**src/rtl/cordic_pkg.sv**
```systemverilog
// Shared constants and types for the CORDIC pipeline output stage.
// Data is sign-magnitude Q7.8: bit 15 is the sign, the rest is magnitude.
package cordic_pkg;

    localparam int unsigned WIDTH  = 16;
    localparam int unsigned FRAC   = 8;
    localparam int unsigned K_COEF = 155;
    localparam int unsigned K_BITS = 8;

    localparam logic MODE_ROTATE = 1'b0;
    localparam logic MODE_PHASE  = 1'b1;

    typedef enum logic [1:0] {
        StIdle = 2'd0,
        StMul  = 2'd1,
        StDone = 2'd2
    } state_e;

endpackage

```
**src/rtl/sm_shift_add_mul.sv**
```systemverilog
// Serial unsigned magnitude x constant multiplier, one coefficient bit per cycle (LSB first).
// The result is the product rounded half-up and scaled down by 2^K_BITS.
module sm_shift_add_mul #(
    parameter int unsigned MAG_W  = 15,
    parameter int unsigned K_BITS = 8,
    parameter int unsigned K_COEF = 155
) (
    input  logic             clock,
    input  logic             reset,
    input  logic             start,
    input  logic [MAG_W-1:0] mag,
    output logic             busy,
    output logic             done,
    output logic [MAG_W-1:0] result
);

    localparam int unsigned ACC_W = MAG_W + K_BITS;
    localparam int unsigned CNT_W = (K_BITS > 1) ? $clog2(K_BITS) : 1;
    localparam logic [K_BITS-1:0] COEF = K_BITS'(K_COEF);
    localparam logic [ACC_W-1:0]  HALF = ACC_W'(1) << (K_BITS - 1);

    logic [MAG_W-1:0] mag_q, mag_d;
    logic [ACC_W-1:0] acc_q, acc_d;
    logic [CNT_W-1:0] cnt_q, cnt_d;
    logic             busy_q, busy_d;
    logic             done_q, done_d;

    always_ff @(posedge clock or negedge reset) begin
        if (!reset) begin
            mag_q  <= '0;
            acc_q  <= '0;
            cnt_q  <= '0;
            busy_q <= 1'b0;
            done_q <= 1'b0;
        end else begin
            mag_q  <= mag_d;
            acc_q  <= acc_d;
            cnt_q  <= cnt_d;
            busy_q <= busy_d;
            done_q <= done_d;
        end
    end

    always_comb begin
        mag_d  = mag_q;
        acc_d  = acc_q;
        cnt_d  = cnt_q;
        busy_d = busy_q;
        done_d = 1'b0;
        if (start) begin
            mag_d  = mag;
            acc_d  = '0;
            cnt_d  = '0;
            busy_d = 1'b1;
        end else if (busy_q) begin
            if (COEF[cnt_q]) begin
                acc_d = acc_q + ({{K_BITS{1'b0}}, mag_q} << cnt_q);
            end
            if (cnt_q == CNT_W'(K_BITS - 1)) begin
                busy_d = 1'b0;
                done_d = 1'b1;
            end else begin
                cnt_d = cnt_q + 1'b1;
            end
        end
    end

    // (2^MAG_W - 1) * (2^K_BITS - 1) + 2^(K_BITS-1) still fits in ACC_W bits.
    assign result = MAG_W'((acc_q + HALF) >> K_BITS);
    assign busy   = busy_q;
    assign done   = done_q;

endmodule

```
**src/rtl/cordic_gain_comp.sv**
```systemverilog
// Gain-compensation output stage behind the last CORDIC stage: scales magnitudes by
// K_COEF / 2^K_BITS, normalises negative zero and presents results on a valid/ready handshake.
module cordic_gain_comp #(
    parameter int unsigned WIDTH  = cordic_pkg::WIDTH,
    parameter int unsigned FRAC   = cordic_pkg::FRAC,
    parameter int unsigned K_COEF = cordic_pkg::K_COEF,
    parameter int unsigned K_BITS = cordic_pkg::K_BITS
) (
    input  logic             clock,
    input  logic             reset,
    input  logic             in_valid,
    output logic             in_ready,
    input  logic [WIDTH-1:0] x,
    input  logic [WIDTH-1:0] y,
    input  logic [WIDTH-1:0] z,
    input  logic             mode,
    input  logic             drop_clr,
    output logic             out_valid,
    input  logic             out_ready,
    output logic [WIDTH-1:0] x_out,
    output logic [WIDTH-1:0] y_out,
    output logic [WIDTH-1:0] z_out,
    output logic             mode_out,
    output logic             drop
);

    import cordic_pkg::*;

    localparam int unsigned MAG_W = WIDTH - 1;

    if (FRAC >= MAG_W) begin : g_bad_frac
        $error("FRAC must leave at least one integer bit");
    end
    if (K_COEF >= (1 << K_BITS)) begin : g_bad_coef
        $error("K_COEF must be below 2^K_BITS");
    end

    state_e           state_q, state_d;
    logic             mode_q, mode_d;
    logic             x_sign_q, x_sign_d;
    logic [WIDTH-1:0] y_q, y_d;
    logic [WIDTH-1:0] z_q, z_d;
    logic [WIDTH-1:0] x_out_q, x_out_d;
    logic [WIDTH-1:0] y_out_q, y_out_d;
    logic [WIDTH-1:0] z_out_q, z_out_d;
    logic             mode_out_q, mode_out_d;
    logic             drop_q, drop_d;

    logic             accept;
    logic             start_y;
    logic             x_busy, y_busy;
    logic             x_done, y_done;
    logic             mul_finish;
    logic [MAG_W-1:0] x_res, y_res;

    sm_shift_add_mul #(
        .MAG_W (MAG_W),
        .K_BITS(K_BITS),
        .K_COEF(K_COEF)
    ) u_mul_x (
        .clock (clock),
        .reset (reset),
        .start (accept),
        .mag   (x[MAG_W-1:0]),
        .busy  (x_busy),
        .done  (x_done),
        .result(x_res)
    );

    // Never started in phase_calc mode: y passes through untouched.
    sm_shift_add_mul #(
        .MAG_W (MAG_W),
        .K_BITS(K_BITS),
        .K_COEF(K_COEF)
    ) u_mul_y (
        .clock (clock),
        .reset (reset),
        .start (start_y),
        .mag   (y[MAG_W-1:0]),
        .busy  (y_busy),
        .done  (y_done),
        .result(y_res)
    );

    assign mul_finish = x_done & (y_done | (mode_q == MODE_PHASE)) & ~(x_busy | y_busy);

    always_ff @(posedge clock or negedge reset) begin
        if (!reset) begin
            state_q <= StIdle;
        end else begin
            state_q <= state_d;
        end
    end

    always_comb begin
        state_d = state_q;
        unique case (state_q)
            StIdle: if (in_valid)   state_d = StMul;
            StMul:  if (mul_finish) state_d = StDone;
            StDone: if (out_ready)  state_d = StIdle;
            default:                state_d = StIdle;
        endcase
    end

    // Handshake outputs decode registered state only; out_ready never reaches in_ready.
    always_comb begin
        in_ready  = (state_q == StIdle);
        out_valid = (state_q == StDone);
        accept    = in_ready & in_valid;
        start_y   = accept & (mode == MODE_ROTATE);
    end

    always_comb begin
        mode_d     = mode_q;
        x_sign_d   = x_sign_q;
        y_d        = y_q;
        z_d        = z_q;
        x_out_d    = x_out_q;
        y_out_d    = y_out_q;
        z_out_d    = z_out_q;
        mode_out_d = mode_out_q;
        drop_d     = drop_q;

        if (accept) begin
            mode_d   = mode;
            x_sign_d = x[WIDTH-1];
            y_d      = y;
            z_d      = z;
        end

        // A zero magnitude always leaves with a positive sign.
        if ((state_q == StMul) && mul_finish) begin
            x_out_d = {x_sign_q & (|x_res), x_res};
            if (mode_q == MODE_ROTATE) begin
                y_out_d = {y_q[WIDTH-1] & (|y_res), y_res};
            end else begin
                y_out_d = {y_q[WIDTH-1] & (|y_q[MAG_W-1:0]), y_q[MAG_W-1:0]};
            end
            z_out_d    = {z_q[WIDTH-1] & (|z_q[MAG_W-1:0]), z_q[MAG_W-1:0]};
            mode_out_d = mode_q;
        end

        if (in_valid && !in_ready) begin
            drop_d = 1'b1;
        end else if (drop_clr) begin
            drop_d = 1'b0;
        end
    end

    always_ff @(posedge clock or negedge reset) begin
        if (!reset) begin
            mode_q     <= 1'b0;
            x_sign_q   <= 1'b0;
            y_q        <= '0;
            z_q        <= '0;
            x_out_q    <= '0;
            y_out_q    <= '0;
            z_out_q    <= '0;
            mode_out_q <= 1'b0;
            drop_q     <= 1'b0;
        end else begin
            mode_q     <= mode_d;
            x_sign_q   <= x_sign_d;
            y_q        <= y_d;
            z_q        <= z_d;
            x_out_q    <= x_out_d;
            y_out_q    <= y_out_d;
            z_out_q    <= z_out_d;
            mode_out_q <= mode_out_d;
            drop_q     <= drop_d;
        end
    end

    assign x_out    = x_out_q;
    assign y_out    = y_out_q;
    assign z_out    = z_out_q;
    assign mode_out = mode_out_q;
    assign drop     = drop_q;

endmodule

```
**config.mk**
```make
export PLATFORM = sky130hd
export DESIGN_NAME = cordic_gain_comp
export DESIGN_NICKNAME = d
export VERILOG_FILES = /design/src/rtl/cordic_pkg.sv /design/src/rtl/sm_shift_add_mul.sv /design/src/rtl/cordic_gain_comp.sv
export SDC_FILE = /design/constraint.sdc
export NUM_CORES = 1
export LEC_CHECK = 0
export CORE_MARGIN = 5
export CORE_UTILIZATION = 58
export DETAILED_ROUTE_END_ITERATION = 7
export PLACE_DENSITY = 0.91
export SETUP_SLACK_MARGIN = 0.1
export SYNTH_ARGS = -nofsm -noshare
export SYNTH_HDL_FRONTEND = slang
export SYNTH_SLANG_ARGS = --single-unit
export TNS_END_PERCENT = 50
```
**constraint.sdc**
```tcl
create_clock -name clock -period 4.64 [get_ports clock]
set_input_delay 0.696 -clock clock [delete_from_list [all_inputs] [get_ports clock]]
set_output_delay 0.696 -clock clock [all_outputs]
set_load 0.01 [all_outputs]
```
Word level (Yosys, flattened, before mapping)
Memory sizes are Yosys's and may differ from the RTL's. Cells that the tools add are included. Widths: inputs -> output; s select.

Bitwise gates (word level): 12. Multiplexer cells: 33. $lt $le $gt $ge: 2. Shift operators: 2. Add/sub/neg operators: 6. Reductions and logical operators: 18. Equal/unequal tests: 9.

Operators by type and width (count): $mux 23 (6); $reduce_or 15->1 (4); $add 23x23->23 (2); $add 23x8->23 const B (2); $shl 15x3->23 (2); $mux 3 (6); $mux 1 (16); $mux 16 (1); $reduce_bool 2->1 (5); $and 1x1->1 (8); $lt 3x4->1 const B (2); $ne 2x2->1 const B (4); $reduce_and 2->1 (4); $add 3x1->3 const B (2); $eq 3x3->1 const B (2); $mux 2 (3); $pmux 2 s3 (1); $reduce_and 3->1 (1); $eq 2x1->1 const B (1); $eq 2x2->1 const B (1); $logic_and 1x1->1 (2); $logic_not 2->1 (1); $ne 2x1->1 const B (1); $not 1->1 (2); other kinds (2) (3).

Bits in registers: 172. Input bits: 54. Output and inout port bits: 52. Memory bits (read-only): 16. Logic and storage cells: 104. Memories kept: 2.

Memory list: (no name shown) (depth 8, width 1, read ports 1, clocked after Yosys merged registers in 0, write ports 0, RTL line sm_shift_add_mul.sv:56) `if (COEF[cnt_q]) begin`; (no name shown) (depth 8, width 1, read ports 1, clocked after Yosys merged registers in 0, write ports 0, RTL line sm_shift_add_mul.sv:56).

Longest topological paths before layout
Gate-level depths: netlist of the first run.

Depth in word-level cells: 5. Depth in mapped cells: 16. Depth with buffers taken out: 13.

By module
Synthesis of the first run repeated with hierarchy kept, for this count alone.

Cell total of the unflattened synthesis: 1026. Area, all modules: 10951.8 µm².

By module, submodules not included: sm_shift_add_mul at u_mul_x (cells each 413, instances 1, area each 3732.3 µm², sequential area each 1076.0 µm²); cordic_gain_comp (cells each 235, instances 1, area each 3722.3 µm², sequential area each 2152.1 µm²); sm_shift_add_mul at u_mul_y (cells each 378, instances 1, area each 3497.1 µm², sequential area each 1076.0 µm²).

Least setup slack after synthesis of the first run
No wires, ideal clock.

Kind: register -> register. Start point: reg u_mul_x.cnt_q[0]. End point: reg u_mul_x.acc_q[16]. Buffers on the path: 2. Data arrival time: 3.131 ns. Cell stages (with the launch flop): 15. Period minus slack after synthesis: 3.268 ns. Data required time: 4.503 ns. Setup slack: 1.372 ns. Cells stage by stage: dfrtp_1 > clkbuf_1 > buf_2 > inv_1 > nand2_1 > nor3_1 > ha_1 > fa_1 > a21o_1 > a221o_1 > a21o_1 > o31a_1 > a31oi_1 > xnor2_1 > a21oi_1.

Longest elaborated chain between the ends: 5. Elaborated cells on any way between the ends: 9.

Ends and longest elaborated chain: from (decl) (RTL line sm_shift_add_mul.sv:24) `logic [CNT_W-1:0] cnt_q, cnt_d;`; from (signal assigned) (RTL line sm_shift_add_mul.sv:38) `cnt_q <= cnt_d;`; $shl 15x3->23 (RTL line sm_shift_add_mul.sv:57) `acc_d = acc_q + ({{K_BITS{1'b0}}, mag_q} << cnt_q);`; $add 23x23->23 (RTL line sm_shift_add_mul.sv:57); $mux 23 (RTL line sm_shift_add_mul.sv:56); $mux 23 (RTL line sm_shift_add_mul.sv:55) `end else if (busy_q) begin`; $mux 23 (RTL line sm_shift_add_mul.sv:50) `if (start) begin`; to (signal assigned) (RTL line sm_shift_add_mul.sv:31) `acc_q <= '0;`; to (signal assigned) (RTL line sm_shift_add_mul.sv:37) `acc_q <= acc_d;`; to (decl) (RTL line sm_shift_add_mul.sv:23) `logic [ACC_W-1:0] acc_q, acc_d;`.

Several ways; a longest one is shown, not always the timed one. The select of a mux whose other input is x is not followed. A chain may end at the register's enable or synchronous reset.

Worst setup path in the final report of the first run
Start point: reg u_mul_y.cnt_q[1]. End point: reg u_mul_y.acc_q[22].

Longest elaborated chain between the ends: 5. Elaborated cells on any way between the ends: 9.

Ends and longest elaborated chain (RTL line): from (decl) (sm_shift_add_mul.sv:24); from (signal assigned) (sm_shift_add_mul.sv:38); $shl 15x3->23 (sm_shift_add_mul.sv:57); $add 23x23->23 (sm_shift_add_mul.sv:57); $mux 23 (sm_shift_add_mul.sv:56); $mux 23 (sm_shift_add_mul.sv:55); $mux 23 (sm_shift_add_mul.sv:50); to (signal assigned) (sm_shift_add_mul.sv:31); to (signal assigned) (sm_shift_add_mul.sv:37); to (decl) (sm_shift_add_mul.sv:23).

Several ways; a longest one is shown, not always the timed one. The select of a mux whose other input is x is not followed.

==> qor.csv, run 1 <==
metric;value;unit
Highest Clock Rate;0.263;GHz
initial antenna violation count;0;
DR pass1 iterations;8;
critical path, cell by cell;inv_1 -> nor2_1 -> a211oi_1 -> o21bai_1 -> ha_1 -> and3_1 -> a21boi_1 -> a41oi_1 -> a211oi_2 -> a41oi_1 -> or3_1 -> a21oi_1;
Critical-path top delay cell;dfrtp_1;
post-synthesis cell area;10800;um^2
depth of the most critical reg-to-reg path;12;
Final Net Count;1475;
die area;21400;um^2
post-synthesis cell count;1302;
Layout Skew;0.0108;ns
YS warnings;0;
Fin. Hold Viols;0;
CTS HTree Levels;4;
most common cell after layout, fill and taps aside;nand2_1;
Post-Syn Nets;1410;
Critical Path AT;4.17;ns
Vias;9847;
Mean Syn Cell Area;8.28;um^2
Post-CTS Setup Bufs;0;
Clock Sinks;172;
CTS buffer count;17;
power per cell area;805;nW/um^2
Max Slew Vio Count;0;
Worst-Margin Slew;0.933;ns
Antenna diodes;0;
# fillers;1400;
number of global-route vias before repair;9463;
Clock Path Buffers;2;
worst-skew pair later-pin latency;0.43;ns
commonest cells after routing, fill and taps aside;nand2_1 (339), dfrtp_1 (172), clkdlybuf4s50_1 (104);
WL final;28800;um
Detailed Route Iter0 Violations;1093;
vias per cell;6.12;
port bufs;105;
crit path time final;3.81;ns
largest net degree at the start of global routing;83;
status;complete, no violations;
first-pass GRT wire length;47700;um
Row Count;49;
Post-synth EDFFs;0;
slowest stage delay, CP;0.88;ns
RSZ-0062 raised after global routing;no;
Peak VDD IR;0.368;mV
commonest register cell after synthesis;dfrtp_1;
Multi-input gate area;6140;um^2
Seq cells post-synth;172;
clock-pin slew on the worst setup and hold paths;0.07;ns
Seq/Total Area, Yosys;39.9;%
power consumption;10.1;mW
critical path required time;5.00;ns
WL/cell;17.9;um
GRT overflow;0;
Antenna Violating Nets Remaining;0;
Leak Pwr;5.83;nW
Max Cap Viol;0;
Worst setup EP type;flip-flop;
Ports;106;
asr flop ratio synth;100;%
clock root buffer;clkbuf_16;
CTS tree;yes;
height of the die;146;um
Finished Core Util;68.9;%
Overall Global Routing Usage;26.9;%
post-synth cell types;62;
CORE AREA;18100;um^2
layout cells sized above 1;6.45;%
Hold Path Class;in -> async;
Initial Util;59.4;%
CTS Hold Bufs;0;
Setup crit start kind;flip-flop;
gpl congestion;0.979;
CP Class;reg -> reg;
Final Cycle Share;82.1;%
final setup vio count;0;
Slew Limit Headroom;36.9;%
Gates resized, CTS repair;0;
Die Span X;146;um
Register Area;4300;um^2
critical path's most frequent cell;a41oi_1;
final setup TNS;0;ns
drt drc;0;
Worst Path Max Fanout;28;
Area Overhead vs Synth;16.0;%
HPWL Detailed;20800;um
## report_power, final
part | leakage, nW | switching [mW] | total (mW) | internal (mW)
Clock | 0.272 | 0.654 | 1.38 | 0.722
Sequential | 2.21 | 0.852 | 2.99 | 2.14
Combinational | 3.35 | 3.19 | 5.70 | 2.51
Total | 5.83 | 4.70 | 10.1 | 5.37
## worst max-delay path: cells and delay by family (launching register included)
kind / cells / cell delay (ns)
adder cells (fa/ha/maj): 1 / 0.38
AND/OR/NAND/NOR: 3 / 0.80
buffers and inverters: 1 / 0.34
AO/OA/AOI/OAI: 7 / 1.33
flip-flops: 1 / 0.88
## cell families after synthesis
group | Yosys count | synth area share [%]
muxes | 63 | 6.51
buffers and inverters | 90 | 3.18
adders and majority gates | 54 | 6.41
and+or+nand+nor | 560 | 22.3
xor gates and xnor gates | 59 | 4.79
AOI/OAI and AO/OA | 304 | 16.9
DFF | 172 | 39.9
## final timing paths
kind / end / from / slack [ns]
worst max-delay path: u_mul_y.acc_q[22] / u_mul_y.cnt_q[1] / 0.83
worst min-delay path: z_q[10] / reset / 0.28
worst max register to register: u_mul_y.acc_q[22] / u_mul_y.cnt_q[1] / 0.83
worst min register to register: x_out[9] / x_out[9] / 0.48
max in group asynchronous: z_out[4] / reset / 3.24
min in group clock: x_out[9] / x_out[9] / 0.48
## routing by layer
metal / vias up / share of wire (%) / track usage [%]
met2: 424 / 46 / 43.2
met5: - / 0 / 0
met4: 0 / 2.1 / 7.24
li1: 4692 / - / -
met3: 62 / 7.9 / 5.55
met1: 4669 / 44 / 37.4
## synthesized netlist by cell type (all sizes together), types with 10 or more instances
library cell / number / area [um^2]
nand2: 340 / 1280
dfrtp: 172 / 4300
clkbuf: 58 / 218
a211oi: 15 / 118
mux2i: 24 / 240
ha: 52 / 651
o21bai: 11 / 82.6
mux2: 37 / 417
buf: 12 / 50.1
nor2: 84 / 315
nand3: 28 / 140
xnor2: 37 / 324
and3: 16 / 100
nand4: 16 / 100
a21oi: 90 / 454
inv: 20 / 75.1
nor3: 26 / 130
o21ai: 102 / 514
xor2: 22 / 193
a21o: 19 / 143
a31oi: 11 / 68.8
nor4: 10 / 62.6
## through the flow
step	setup WS (ns)	hold WS [ns]	instance area, um^2	std cells
after floorplan	1.37	0.400	10800	1302
after global placement	1.13	0.461	11900	1577
after detailed placement	0.999	0.470	11900	1577
after CTS	0.903	0.329	12500	1609
after global routing	0.628	0.349	12500	1609
final	0.833	0.278	12500	1609
## layout make-up
cell class	count	area share (%)
clock inverters	13	0.951
inverters	20	0.600
flip-flops and latches	172	34.4
clock buffers	19	3.54
well taps	229	2.29
multi-input cells	1040	49.1
repair buffers	116	9.08
## flip-flops by register name, summed over array words and instances (netlist names), 3 cells and up
signal         cells
z_q               16
z_out             16
u_mul_y.cnt_q      3
y_q               16
u_mul_y.acc_q     23
u_mul_x.acc_q     23
u_mul_y.mag_q     15
x_out             16
u_mul_x.mag_q     15
y_out             16
u_mul_x.cnt_q      3
Power figures use the tool's default switching activity.
==> inputs of run 2 (changes only) <==
clock period = 3.7 ns   (was 4.64 ns; I/O delays follow)
==> run 2 against run 1 <==
Against the previous run: cell area up 1.6%; register-to-register slack worse by 0.58 ns; sequential cell count unchanged; total power up 28%; maximum frequency up 11%; final cell count up 1.1%; clock power up 36%; combinational power up 30%; critical endpoint is now u_mul_x.acc_q[22]; largest cell class unchanged.
==> qor.csv, run 2 (same netlist as run 1, synthesis figures left out) <==
metric;value;unit;change
dpl cells;1591;;was 1577
number of global-route vias before repair;9625;;was 9463
RSZ-0062 raised after global routing;yes;;was no
CTS HTree Levels;4;;unchanged
height of the die;146;um;unchanged
CP Class;reg -> reg;;unchanged
Final Net Count;1493;;was 1475
sw frac;46.1;%;was 46.6%
final setup vio count;0;;unchanged
clock network fraction of design power;14.5;%;was 13.7%
Leak Pwr;5.95;nW;was 5.83 nW
final setup TNS;0;ns;unchanged
clock-pin slew on the worst setup and hold paths;0.07;ns;about the same
CORE AREA;18100;um^2;unchanged
Highest Clock Rate;0.290;GHz;was 0.263 GHz
DR pass1 iterations;5;;was 8
Comb pwr share;57.6;%;was 56.6%
Area Overhead vs Synth;17.9;%;was 16.0%
CTS buffer count;17;;unchanged
drt drc;0;;unchanged
layout cells sized above 1;7.80;%;was 6.45%
gpl congestion;0.937;;was 0.979
commonest cells after routing, fill and taps aside;nand2_1 (339), dfrtp_1 (171), clkdlybuf4s50_1 (104);;was nand2_1 (339), dfrtp_1 (172), clkdlybuf4s50_1 (104)
Peak VDD IR;0.464;mV;was 0.368 mV
die area;21400;um^2;unchanged
Final Cycle Share;93.1;%;was 82.1%
Slew Limit Headroom;53.4;%;was 36.9%
Worst setup EP type;flip-flop;;unchanged
Ports;106;;unchanged
Setup crit start kind;flip-flop;;unchanged
vias per cell;6.11;;was 6.12
top flop regs;u_mul_x.acc_q (23), u_mul_y.acc_q (23);;unchanged
Cell Int Power;6.97;mW;was 5.37 mW
R2R Setup Slk;0.26;ns;was 0.83 ns
status;complete, no violations;;unchanged
largest net degree at the start of global routing;76;;was 83
Hold Path Class;in -> async;;unchanged
Vias;9934;;was 9847
Max Slew Vio Count;0;;unchanged
Layout Skew;0.0142;ns;was 0.0108 ns
Detailed Route Iter0 Violations;891;;was 1093
clock root buffer;clkbuf_16;;unchanged
power consumption;12.9;mW;was 10.1 mW
first-pass GRT wire length;48300;um;was 47700 um
most common cell after layout, fill and taps aside;nand2_1;;unchanged
Clock Sinks;172;;unchanged
worst-skew pair later-pin latency;0.44;ns;was 0.43 ns
depth of the most critical reg-to-reg path;12;;unchanged
Worst R2R End;u_mul_x.acc_q[22];;was u_mul_y.acc_q[22]
Max Cap Viol;0;;unchanged
Row Count;49;;unchanged
Worst R2R Start;u_mul_x.cnt_q[0];;was u_mul_y.cnt_q[1]
Antenna Violating Nets Remaining;0;;unchanged
Fin. Hold Viols;0;;unchanged
# fillers;1348;;was 1400
Antenna diodes;0;;unchanged
port bufs;105;;unchanged
Post-Layout Cell Count;1627;;was 1609
Critical Path AT;3.79;ns;was 4.17 ns
CTS tree;yes;;unchanged
sequential share of power;27.9;%;was 29.7%
GRT overflow;0;;unchanged
Initial Util;59.4;%;unchanged
Clock Path Buffers;2;;unchanged
Overall Global Routing Usage;27.4;%;was 26.9%
Worst Path Max Fanout;18;;was 28
WL/cell;18.0;um;was 17.9 um
initial antenna violation count;0;;unchanged
switching pwr;5.95;mW;was 4.70 mW
WL final;29300;um;was 28800 um
power per cell area;1020;nW/um^2;was 805 nW/um^2
HPWL Detailed;21300;um;was 20800 um
Worst-Margin Slew;0.698;ns;was 0.933 ns
Die Span X;146;um;unchanged
crit path time final;3.44;ns;was 3.81 ns
critical path required time;4.05;ns;was 5.00 ns
run 2: per-stage QoR:
step | area (um^2) | util [%] | worst slack [ns] | hold WS [ns]
2_1_floorplan | 10800 | - | 0.432 | 0.259
3_3_place_gp | 12100 | 66.5 | 0.378 | 0.461
3_5_place_dp | 12100 | 66.5 | 0.319 | 0.471
4_1_cts | 12700 | 69.8 | 0.295 | 0.162
5_1_grt | 12700 | 70.0 | 0.0723 | 0.187
6_report | 12700 | 70.0 | 0.256 | 0.142
run 2: cell type report:
type,count,area (um^2),share of cell area [%]
Clock buffer,18,439,3.46
Tap cell,229,287,2.25
Multi-Input combinational cell,1040,6140,48.3
Inverter,20,75.1,0.591
Sequential cell,172,4310,33.9
Timing Repair Buffer,134,1280,10.1
Clock inverter,14,178,1.40
run 2: what timing repair did:
item	in CTS	in global routing
hold buffers	0	0
setup buffers	0	4
resized for setup	0	1
endpoints found under the setup margin	0	4
run 2: power by group through the flow:
stage,logic (mW),clock network (mW),registers [mW]
floorplan,5.45,0,3.31
finish,7.43,1.87,3.61
CTS,7.27,1.89,3.58
detailed placement,7.19,0,3.61
global placement,6.96,0,3.55
global route,8.23,1.97,3.71
run 2: layer usage:
metal	vias up	GRT usage (%)	part of all wire [%]
li1	4706	-	-
met1	4733	37.3	43
met2	437	43.7	46
met3	58	7.10	8.6
met4	0	7.38	1.8
met5	-	0	0
run 2: how the worst max path moves through the flow:
stage	startpoint	endpoint	slack, ns	cells past startpoint
floorplan	u_mul_x.cnt_q[0]	u_mul_x.acc_q[16]	0.43	14
global placement	u_mul_y.cnt_q[0]	u_mul_y.acc_q[22]	0.38	13
detailed placement	u_mul_x.cnt_q[0]	u_mul_x.acc_q[22]	0.32	12
CTS	u_mul_y.cnt_q[0]	u_mul_y.acc_q[22]	0.30	13
global route	u_mul_x.cnt_q[0]	u_mul_x.acc_q[22]	0.07	12
finish	u_mul_x.cnt_q[0]	u_mul_x.acc_q[22]	0.26	12
run 2: worst max-delay path, cell delays in order, from the launching register on:
cell,delay [ns]
dfrtp_1,0.32
buf_4,0.25
mux2_2,0.37
o21ai_0,0.26
o21ai_0,0.16
ha_1,0.39
nand2_1,0.12
o21a_1,0.21
a21oi_1,0.21
a21boi_1,0.18
or3_1,0.38
a21oi_1,0.23
mux2i_1,0.26
==> inputs of run 3 (changes only) <==
clock period = 3.3 ns   (was 3.7 ns; I/O delays follow)
==> run 3 against run 2 <==
Against the previous run: global-route usage barely moved; critical path depth increased by 2; sequential share of layout area down 1.3 points; worst setup slack got worse by 0.22 ns; final cell count is 1.7% higher; maximum frequency grew 5.6%; clock skew decreased by 0.0032 ns; utilization up 2.9 points; critical endpoint is now u_mul_x.acc_q[20]; highest routed layer unchanged.
==> qor.csv, run 3 (same netlist as run 1, synthesis figures left out) <==
metric;value;unit;change
CORE AREA;18100;um^2;unchanged
switching pwr;7.22;mW;was 5.95 mW
Antenna diodes;0;;unchanged
Max Slew Vio Count;0;;unchanged
Worst setup EP type;flip-flop;;unchanged
Register Area;4310;um^2;about the same
Critical-path top delay cell;dfrtp_2;;was ha_1
Cell Int Power;8.51;mW;was 6.97 mW
gpl congestion;0.955;;was 0.937
largest net degree at the start of global routing;84;;was 76
# fillers;1260;;was 1348
HPWL Detailed;21900;um;was 21300 um
DR pass1 iterations;7;;was 5
CTS Hold Bufs;0;;unchanged
Detailed Route Iter0 Violations;897;;was 891
Die Span X;146;um;unchanged
Fin. Hold Viols;0;;unchanged
power per cell area;1190;nW/um^2;was 1020 nW/um^2
Worst R2R Start;u_mul_x.cnt_q[0];;unchanged
WL/cell;18.8;um;was 18.0 um
Final Net Count;1521;;was 1493
clock-pin slew on the worst setup and hold paths;0.07;ns;about the same
clock network fraction of design power;13.1;%;was 14.5%
Antenna Violating Nets Remaining;0;;unchanged
die area;21400;um^2;unchanged
CTS buffer count;17;;unchanged
Worst Path Max Fanout;7;;was 18
initial antenna violation count;0;;unchanged
crit path time final;3.26;ns;was 3.44 ns
first-pass GRT wire length;48400;um;was 48300 um
Slew Limit Headroom;33.8;%;was 53.4%
Layout Skew;0.0110;ns;was 0.0142 ns
status;complete, no violations;;unchanged
critical path, cell by cell;buf_12 -> buf_8 -> mux2i_4 -> nand2_1 -> o21ai_2 -> o22ai_1 -> ha_2 -> and3_4 -> a221o_1 -> a21o_1 -> o31a_1 -> a21oi_2 -> xor2_1 -> a21oi_1;;was buf_4 -> mux2_2 -> o21ai_0 -> o21ai_0 -> ha_1 -> nand2_1 -> o21a_1 -> a21oi_1 -> a21boi_1 -> or3_1 -> a21oi_1 -> mux2i_1
number of global-route vias before repair;9472;;was 9625
drt drc;0;;unchanged
final setup TNS;0;ns;unchanged
CP Class;reg -> reg;;unchanged
height of the die;146;um;unchanged
CP Buf/Inv Count;2;;was 1
RSZ-0062 raised after global routing;yes;;unchanged
worst-skew pair later-pin latency;0.43;ns;was 0.44 ns
Initial Util;59.4;%;unchanged
Worst Setup SP;u_mul_x.cnt_q[0];;unchanged
sequential share of power;26.2;%;was 27.9%
WL final;31100;um;was 29300 um
Row Count;49;;unchanged
Vias;10326;;was 9934
Multi-input gate area;6430;um^2;was 6140 um^2
clock root buffer;clkbuf_16;;unchanged
top flop regs;u_mul_x.acc_q (23), u_mul_y.acc_q (23);;unchanged
port bufs;105;;unchanged
Overall Global Routing Usage;27.4;%;about the same
commonest cells after routing, fill and taps aside;nand2_1 (338), dfrtp_1 (168), clkdlybuf4s50_1 (104);;was nand2_1 (339), dfrtp_1 (171), clkdlybuf4s50_1 (104)
Highest Clock Rate;0.306;GHz;was 0.290 GHz
CTS HTree Levels;4;;unchanged
Clock Path Buffers;2;;unchanged
Finished Core Util;72.9;%;was 70.0%
final setup vio count;0;;unchanged
crit-path leading delay family;compound AO/OA/AOI/OAI gates;;unchanged
layout cells sized above 1;13.5;%;was 7.80%
sw frac;45.9;%;was 46.1%
Ports;106;;unchanged
CTS tree;yes;;unchanged
Area Overhead vs Synth;22.8;%;was 17.9%
Critical Path AT;3.55;ns;was 3.79 ns
Final Cycle Share;98.9;%;was 93.1%
Hold Path Class;in -> async;;unchanged
Comb pwr share;60.7;%;was 57.6%
GRT overflow;0;;unchanged
R2R Setup Slk;0.04;ns;was 0.26 ns
slowest stage delay, CP;0.47;ns;was 0.39 ns
vias per cell;6.24;;was 6.11
most common cell after layout, fill and taps aside;nand2_1;;unchanged
Setup crit start kind;flip-flop;;unchanged
critical path required time;3.59;ns;was 4.05 ns
Worst-Margin Slew;0.992;ns;was 0.698 ns
Clock Sinks;172;;unchanged
Leak Pwr;6.08;nW;was 5.95 nW
Max Cap Viol;0;;unchanged
Peak VDD IR;0.572;mV;was 0.464 mV
run 3: cell count changes in the layout (fill, tap and decap cells not counted), moves of 4 or more:
cell,previous run,this run
ha_2,0,5
a21oi_1,89,82
o21ai_1,0,11
a21oi_2,1,8
buf_4,28,48
a211oi_1,14,10
a211oi_2,1,5
mux2i_1,24,15
ha_1,52,44
o21ai_0,101,86
mux2i_2,0,6
run 3: path summary, 6_finish.rpt:
check / cells after the start / end
worst max-delay path: 14 / u_mul_x.acc_q[20]
worst min-delay path: 1 / z_q[10]
worst max register to register: 14 / u_mul_x.acc_q[20]
worst min register to register: 2 / x_out[9]
max in group asynchronous: 2 / u_mul_y.cnt_q[0]
min in group clock: 2 / x_out[9]
run 3: layout make-up:
type / count / share of cell area [%]
inverter: 20 / 0.595
clock inverter: 13 / 1.18
sequential: 172 / 32.6
timing repair buffer: 161 / 11.6
multi-input combinational: 1040 / 48.6
timing repair inverter: 1 / 0.0567
tap: 229 / 2.16
clock buffer: 18 / 3.24
run 3: what timing repair did:
action,4_1_cts,5_1_grt
setup buffers,3,19
resized for setup,9,84
setup endpoints to repair,14,21
pin swaps,3,37
cloned,0,1
run 3: power by group through the flow:
stage               sequential, mW  clock [mW]  combinational (mW)
floorplan                     3.72           0                6.11
global placement              3.97           0                8.08
detailed placement            4.05           0                8.28
CTS                           4.02        2.05                8.43
global route                  4.23        2.14                10.4
finish                        4.13        2.05                9.54
run 3: worst register-to-register path: cells and delay by family (launching register included):
| family | cells | cell delay, ns |
|---|---|---|
| multiplexers | 1 | 0.18 |
| adder cells (fa/ha/maj) | 1 | 0.33 |
| AND/OR/NAND/NOR | 2 | 0.27 |
| XOR/XNOR | 1 | 0.18 |
| flip-flops | 1 | 0.47 |
| buffers and inverters | 2 | 0.29 |
| AO/OA/AOI/OAI | 7 | 1.40 |
run 3: metal layers:
| metal | vias to the layer above | GRT usage, % | wire length [um] |
|---|---|---|---|
| met4 | 0 | 7.24 | 689 |
| li1 | 4772 | - | - |
| met5 | - | 0 | 0 |
| met2 | 559 | 43.8 | 14600 |
| met1 | 4907 | 38.7 | 13200 |
| met3 | 88 | 5.05 | 2580 |
run 3: stage by stage:
step | cell area (um^2) | hold WS [ns] | setup slack [ns] | power (mW) | cells
2_1_floorplan | 10800 | 0.199 | 0.0555 | 9.83 | 1302
3_3_place_gp | 12200 | 0.457 | 0.0829 | 12.0 | 1600
3_5_place_dp | 12200 | 0.471 | -0.105 | 12.3 | 1600
4_1_cts | 12800 | 0.131 | 0.0717 | 14.5 | 1634
5_1_grt | 13200 | 0.174 | -0.0612 | 16.7 | 1654
6_report | 13200 | 0.0991 | 0.0373 | 15.7 | 1654
